===== config.mk =====
export PLATFORM = sky130hd
export DESIGN_NAME = imem_fetch_ctrl
export DESIGN_NICKNAME = d
export VERILOG_FILES = /design/src/rtl/imem_fetch_ctrl.sv
export SDC_FILE = /design/constraint.sdc
export NUM_CORES = 1
export LEC_CHECK = 0
export BUFFER_PORTS_ARGS = -buffer_cell sky130_fd_sc_hd__buf_2
export CAP_MARGIN = 20
export CORE_AREA = 2 2 88 82
export DETAILED_ROUTE_END_ITERATION = 16
export DIE_AREA = 0 0 90 84
export PLACE_DENSITY = 0.79
export SYNTH_ARGS = -nofsm -noshare
export SYNTH_HDL_FRONTEND = slang
export SYNTH_SLANG_ARGS = --single-unit

===== constraint.sdc =====
create_clock -name clk -period 2.25 [get_ports clk]
set_input_delay 0.1125 -clock clk [delete_from_list [all_inputs] [get_ports clk]]
set_output_delay 0.1125 -clock clk [all_outputs]
set_load 0.1 [all_outputs]

===== src/rtl/imem_fetch_ctrl.sv =====
// imem_fetch_ctrl
// Fetch sequencer for a byte-wide, synchronous-read instruction memory.
// A 32-bit big-endian instruction is assembled from four consecutive byte
// reads. The same memory port serves a byte-serial program-load path, which
// has priority while the controller is idle.

module imem_fetch_ctrl #(
  parameter int                   PC_SIZE   = 32,
  parameter int                   INST_SIZE = 32,
  parameter int                   MEM_WIDTH = 8,
  parameter int                   ADDR_W    = 18,
  parameter logic [INST_SIZE-1:0] ERR_INST  = 32'h00000013
) (
  input  logic                 clk,
  input  logic                 rst,
  input  logic                 fetch_req,
  input  logic [PC_SIZE-1:0]   fetch_pc,
  output logic                 fetch_ready,
  output logic                 inst_valid,
  input  logic                 inst_ready,
  output logic [INST_SIZE-1:0] inst,
  output logic                 inst_err,
  input  logic                 load_valid,
  input  logic [ADDR_W-1:0]    load_addr,
  input  logic [MEM_WIDTH-1:0] load_data,
  output logic                 load_ready,
  output logic [ADDR_W-1:0]    mem_addr,
  output logic                 mem_we,
  output logic [MEM_WIDTH-1:0] mem_wdata,
  input  logic [MEM_WIDTH-1:0] mem_rdata,
  output logic                 busy
);

  localparam logic [1:0] S_IDLE  = 2'd0;
  localparam logic [1:0] S_READ  = 2'd1;
  localparam logic [1:0] S_DRAIN = 2'd2;
  localparam logic [1:0] S_DONE  = 2'd3;

  logic [1:0]           r_state;
  logic [ADDR_W-1:0]    r_pc;
  logic [1:0]           r_idx;
  logic [INST_SIZE-1:0] r_inst;
  logic                 r_inst_err;
  logic                 r_inst_valid;

  logic                 w_accept;
  logic                 w_fetch_err;
  logic [INST_SIZE-1:0] w_inst_shift;

  // A fetch is illegal when it is not word aligned or lies above the array.
  assign w_accept     = fetch_req & fetch_ready;
  assign w_fetch_err  = (fetch_pc[1:0] != 2'b00) ||
                        (fetch_pc[PC_SIZE-1:ADDR_W] != '0);
  // Bytes arrive most-significant first, so each new byte enters at the bottom.
  assign w_inst_shift = {r_inst[INST_SIZE-MEM_WIDTH-1:0], mem_rdata};

  // Fetch sequencing: accept, issue four byte reads, drain the last one,
  // then hold the result until the consumer takes it.
  // NOTE: state registers use non-blocking assignments so every flop samples
  // pre-edge values; blocking here would create order-dependent simulation.
  always_ff @(posedge clk or posedge rst) begin
    if (rst) begin
      r_state      <= S_IDLE;
      r_pc         <= '0;
      r_idx        <= '0;
      r_inst       <= '0;
      r_inst_err   <= 1'b0;
      r_inst_valid <= 1'b0;
    end else begin
      case (r_state)
        S_IDLE: begin
          if (w_accept) begin
            r_pc  <= fetch_pc[ADDR_W-1:0];
            r_idx <= '0;
            if (w_fetch_err) begin
              r_inst     <= ERR_INST;
              r_inst_err <= 1'b1;
              r_state    <= S_DONE;
            end else begin
              r_inst_err <= 1'b0;
              r_state    <= S_READ;
            end
          end
        end
        S_READ: begin
          r_idx <= r_idx + 2'd1;
          // Read data lags the address by one cycle, so the first READ
          // cycle has nothing to capture yet.
          if (r_idx != 2'd0) r_inst <= w_inst_shift;
          if (r_idx == 2'd3) r_state <= S_DRAIN;
        end
        S_DRAIN: begin
          r_inst  <= w_inst_shift;
          r_state <= S_DONE;
        end
        S_DONE: begin
          if (!r_inst_valid) begin
            r_inst_valid <= 1'b1;
          end else if (inst_ready) begin
            r_inst_valid <= 1'b0;
            r_state      <= S_IDLE;
          end
        end
        default: r_state <= S_IDLE;
      endcase
    end
  end

  // Memory port and handshake steering; loads own the port only while idle.
  // Everything is forced quiet while reset is held so no stray write occurs.
  // NOTE: every output gets a default first so no path leaves it unassigned,
  // which would otherwise infer a latch.
  always_comb begin
    fetch_ready = 1'b0;
    load_ready  = 1'b0;
    mem_we      = 1'b0;
    mem_addr    = '0;
    mem_wdata   = '0;
    if (!rst) begin
      case (r_state)
        S_IDLE: begin
          load_ready  = 1'b1;
          fetch_ready = ~load_valid;
          mem_we      = load_valid;
          mem_addr    = load_addr;
          mem_wdata   = load_data;
        end
        S_READ: begin
          // An aligned pc plus 0..3 never carries out of the word.
          mem_addr = r_pc + {{(ADDR_W-2){1'b0}}, r_idx};
        end
        default: ;
      endcase
    end
  end

  assign inst       = r_inst;
  assign inst_err   = r_inst_err;
  assign inst_valid = r_inst_valid;
  assign busy       = (r_state != S_IDLE);

endmodule

==> report_table.html <==
<table>
<tr><th>Metric</th><th>Value</th></tr>
<tr><th colspan="2">Outcome</th></tr>
<tr><td>Run status</td><td>finished, violations left</td></tr>
<tr><td>Failing checks</td><td>negative setup slack</td></tr>
<tr><th colspan="2">STA</th></tr>
<tr><td>Setup-violating endpoint count in the final report</td><td>4</td></tr>
<tr><td>Ratio of final minimum period to clock period</td><td>1.01</td></tr>
<tr><td>Final hold violation count</td><td>0</td></tr>
<tr><td>Setup repair after global routing missed its margin</td><td>yes</td></tr>
<tr><td>Worst slew slack as a fraction of its limit</td><td>0.630</td></tr>
<tr><td>Final period demand of the worst path</td><td>approximately 2300 ps</td></tr>
<tr><td>Fin worst setup slack</td><td>-29.6 ps</td></tr>
<tr><td>Max frequency</td><td>439 MHz</td></tr>
<tr><td>Max-slew violation count</td><td>0</td></tr>
<tr><td>Transition at the pin with the smallest max-transition slack</td><td>~550 ps</td></tr>
<tr><td>Final Skew</td><td>7.61 ps</td></tr>
<tr><th colspan="2">Route</th></tr>
<tr><td>Antenna Nets Post-Route</td><td>0</td></tr>
<tr><td>Post-route DRC violation count</td><td>0</td></tr>
<tr><td>Number of vias per cell</td><td>~5.5</td></tr>
<tr><td>Routed wire length</td><td>approximately 9500 µm</td></tr>
<tr><td>Vias post-DR</td><td>~3.2k</td></tr>
<tr><td>DRC violation total after the first TritonRoute iteration</td><td>228</td></tr>
<tr><td>Average wire per cell in the routed design</td><td>roughly 16 µm</td></tr>
<tr><td>Drt first pass iters</td><td>4</td></tr>
<tr><th colspan="2">Clocking</th></tr>
<tr><td>Number of clock sinks</td><td>56</td></tr>
<tr><td>Maximum clock insertion buffer count</td><td>2</td></tr>
<tr><td>H-Tree Depth</td><td>2</td></tr>
<tr><td>CTS tree</td><td>done</td></tr>
<tr><td>TritonCTS buffer count</td><td>5</td></tr>
<tr><td>Clk pin slew, worst setup/hold paths</td><td>about 100 ps</td></tr>
<tr><td>Clock tree root buffer cell</td><td>sky130_fd_sc_hd__clkbuf_8</td></tr>
<tr><td>Clock latency reported for the late side of the worst-skew pair</td><td>around 310 ps</td></tr>
<tr><th colspan="2">Placed design</th></tr>
<tr><td>Routability-driven placement congestion ratio</td><td>just under 0.9</td></tr>
<tr><td>Detailed Place HPWL</td><td>about 7000 µm</td></tr>
<tr><td>Port buffer count</td><td>134</td></tr>
<tr><td>Place WS</td><td>around 84 ps</td></tr>
<tr><th colspan="2">Global route</th></tr>
<tr><td>Maximum number of pins on one net before global-route repair</td><td>31</td></tr>
<tr><td>Number of global-route vias before repair</td><td>about 3.2k</td></tr>
<tr><td>Overall overflow remaining after global route</td><td>0</td></tr>
<tr><td>Global Route Usage Sum</td><td>0.247</td></tr>
<tr><td>Number of antenna violations at the first check in global routing</td><td>0</td></tr>
<tr><td>Wire length of the first global-routing pass</td><td>15300 µm</td></tr>
<tr><th colspan="2">Yosys</th></tr>
<tr><td>Synthesis Warnings</td><td>0</td></tr>
<tr><td>Sequential cell area fraction in the yosys report</td><td>0.452</td></tr>
<tr><td>Share of the synthesized area in the top cell type</td><td>0.452</td></tr>
<tr><td>Mean Syn Cell Area</td><td>between 9 and 10 µm²</td></tr>
<tr><td>Async SR Flop Fraction</td><td>1.00</td></tr>
<tr><td>Number of enable flip-flop cells after synthesis</td><td>0</td></tr>
<tr><td>Netlist area before placement</td><td>just over 3000 µm²</td></tr>
<tr><td>Post-Syn Nets</td><td>approximately 420</td></tr>
<tr><td>Flip-flop and latch count after synthesis</td><td>56</td></tr>
<tr><td>Leading register cell type out of synthesis</td><td>sky130_fd_sc_hd__dfrtp_1</td></tr>
<tr><td>Most area-hungry cell type in the Yosys netlist</td><td>sky130_fd_sc_hd__dfrtp_1</td></tr>
<tr><td>Gate count after technology mapping</td><td>roughly 340</td></tr>
<tr><td>Cells taking the most area after synthesis</td><td>sky130_fd_sc_hd__dfrtp_1 45%, sky130_fd_sc_hd__o2bb2ai_1 8.2%, sky130_fd_sc_hd__nand2_1 7.8%, sky130_fd_sc_hd__nand3_1 6.1%, sky130_fd_sc_hd__ha_1 3.2%</td></tr>
<tr><td>Number of distinct library cells after synthesis</td><td>43</td></tr>
<tr><th colspan="2">Worst setup path</th></tr>
<tr><td>Critical Path AT</td><td>approximately 2200 ps</td></tr>
<tr><td>Worst reg2reg startpoint</td><td>r_state[0]</td></tr>
<tr><td>Required time of the critical path</td><td>around 2100 ps</td></tr>
<tr><td>Kind of launch point of the worst setup path</td><td>flop</td></tr>
<tr><td>R2R Path End</td><td>inst[22]</td></tr>
<tr><td>Critical path class</td><td>flop to primary output</td></tr>
<tr><td>Flop2flop setup slack</td><td>~200 ps</td></tr>
<tr><td>Depth of the worst register-to-register path</td><td>7</td></tr>
<tr><td>Maximum net fanout on the critical path</td><td>2</td></tr>
<tr><td>Crit end category</td><td>primary output</td></tr>
<tr><th colspan="2">Finish</th></tr>
<tr><td>Antenna fix cells</td><td>0</td></tr>
<tr><td>Number of fill cells in the layout</td><td>459</td></tr>
<tr><td>Total number of nets in the final design</td><td>about 570</td></tr>
<tr><td>Register area</td><td>roughly 1400 µm²</td></tr>
<tr><td>Area added between synthesis and finish</td><td>59.5%</td></tr>
<tr><td>Fraction of layout cells with a size suffix above 1</td><td>0.465</td></tr>
<tr><td>Area occupied by multi-input gates</td><td>1880 µm²</td></tr>
<tr><th colspan="2">Min path</th></tr>
<tr><td>Hold Path Origin</td><td>fetch_pc[7]</td></tr>
<tr><td>Cells on Worst Hold Path</td><td>3</td></tr>
<tr><td>Hold Path Sink</td><td>r_pc[7]</td></tr>
<tr><td>Type of the tightest min-delay check</td><td>input pin to flop</td></tr>
<tr><th colspan="2">Die</th></tr>
<tr><td>Die area</td><td>approximately 7600 µm²</td></tr>
<tr><td>Effective utilization at floorplan</td><td>0.459</td></tr>
<tr><td>Die X-Extent</td><td>approximately 90 µm</td></tr>
<tr><td>Number of placed I/O pins</td><td>approximately 140</td></tr>
<tr><td>Vert. Die Dim</td><td>approximately 84 µm</td></tr>
<tr><td>Core ar.</td><td>roughly 6700 µm²</td></tr>
<tr><td>Number of rows in the core area</td><td>29</td></tr>
<tr><th colspan="2">Run</th></tr>
<tr><td>Number of max-cap violations</td><td>0</td></tr>
</table>
## cells in the final DEF, fill, tap and decap left out, types with 6 or more instances in the layout
cell type	n
sky130_fd_sc_hd__nand3_1	36
sky130_fd_sc_hd__dfrtp_1	55
sky130_fd_sc_hd__and2_4	6
sky130_fd_sc_hd__buf_2	106
sky130_fd_sc_hd__nor3_1	7
sky130_fd_sc_hd__dlygate4sd3_1	9
sky130_fd_sc_hd__xnor2_1	7
sky130_fd_sc_hd__buf_12	29
sky130_fd_sc_hd__o21ai_4	11
sky130_fd_sc_hd__inv_1	6
sky130_fd_sc_hd__buf_4	26
sky130_fd_sc_hd__nand2_1	62
sky130_fd_sc_hd__o2bb2ai_1	29
sky130_fd_sc_hd__nor2_1	8
## flip-flops by register name, summed over array words and instances, names as in the netlist
name and flops:
inst_valid 1, r_state 2, r_pc 18, inst_err 1, r_idx 2, inst 32
## cell usage after synthesis (all sizes together) (2+ instances only)
library cell and count:
nand2 64, dfrtp 56, nand3 38, o2bb2ai 29
clkbuf 17, o21ai 16, and2 11, inv 10
xnor2 10, nor2 9, nor4 9, ha 8
nor3 8, buf 5, mux2 5, a21oi 4
nand2b 4, nand4 4, nor2b 3, a22o 2
a32o 2, mux2i 2, or2 2
## what timing repair did
action	in CTS	in global routing
hold buffers	9	0
setup endpoints to repair	18	24
setup buffers	8	0
gates resized for setup	9	14
pin swaps	8	8
endpoints found under the hold margin	18	0
## how the worst max path moves through the flow
| stage | startpoint | end | slack, ps |
|---|---|---|---|
| floorplan | r_state[1] | mem_addr[15] | -300 |
| global placement | r_idx[0] | mem_addr[14] | 160 |
| detailed placement | r_idx[0] | mem_addr[14] | 80 |
| CTS | r_idx[0] | mem_addr[12] | -50 |
| global route | r_pc[0] | mem_addr[14] | -150 |
| finish | r_pc[0] | mem_addr[14] | -30 |
## cells by family (layout without fill, tap and decap cells)
family	count (synthesis)	after routing	share of synthesized area
flops	56	56	0.452
buf+inv	32	189	0.0464
simple gates	157	157	0.249
compound gates	64	64	0.158
mux	7	7	0.0246
xor+xnor	11	11	0.0311
fa+ha+maj	9	9	0.0388
## metrics by stage
step           hold WS (ps)  std cells  setup TNS (ps)  utilization  instance area (µm²)
6_report               2.88        586           -77.7        0.732                 4940
5_1_grt                5.25        586            -787        0.732                 4940
4_1_cts                1.35        586            -188        0.719                 4850
3_5_place_dp            166        561               0        0.678                 4570
3_3_place_gp            160        561               0        0.678                 4570
2_1_floorplan           218        336           -3840            -                 3300
## layout make-up
type                    count  share of cell area
inverters                  10             0.00835
multi-input cells         248               0.380
clock buffers               5              0.0139
well taps                  93              0.0235
repair buffers            171               0.285
flip-flops and latches     56               0.284
clock inverters             3             0.00557
## per-layer routing
metal  global-route usage  wire (µm)  vias to the layer above
li1                     -          -                     1508
met1                0.309       3810                     1521
met2                0.418       4650                      170
met3               0.0605        820                       25
met4               0.0853        234                        0
met5                    0          0                        -
## critical path, stage by stage (launching register included)
cell and delay [ps]:
sky130_fd_sc_hd__dfrtp_1 410, sky130_fd_sc_hd__ha_4 160, sky130_fd_sc_hd__fa_2 210, sky130_fd_sc_hd__nand4_1 120, sky130_fd_sc_hd__or2_4 260, sky130_fd_sc_hd__or4_4 430, sky130_fd_sc_hd__nand3_4 100, sky130_fd_sc_hd__buf_12 170
Power is left out: the tool's default activity adds up to more than one toggle a clock period on the data nets, which glitch-free logic cannot reach.
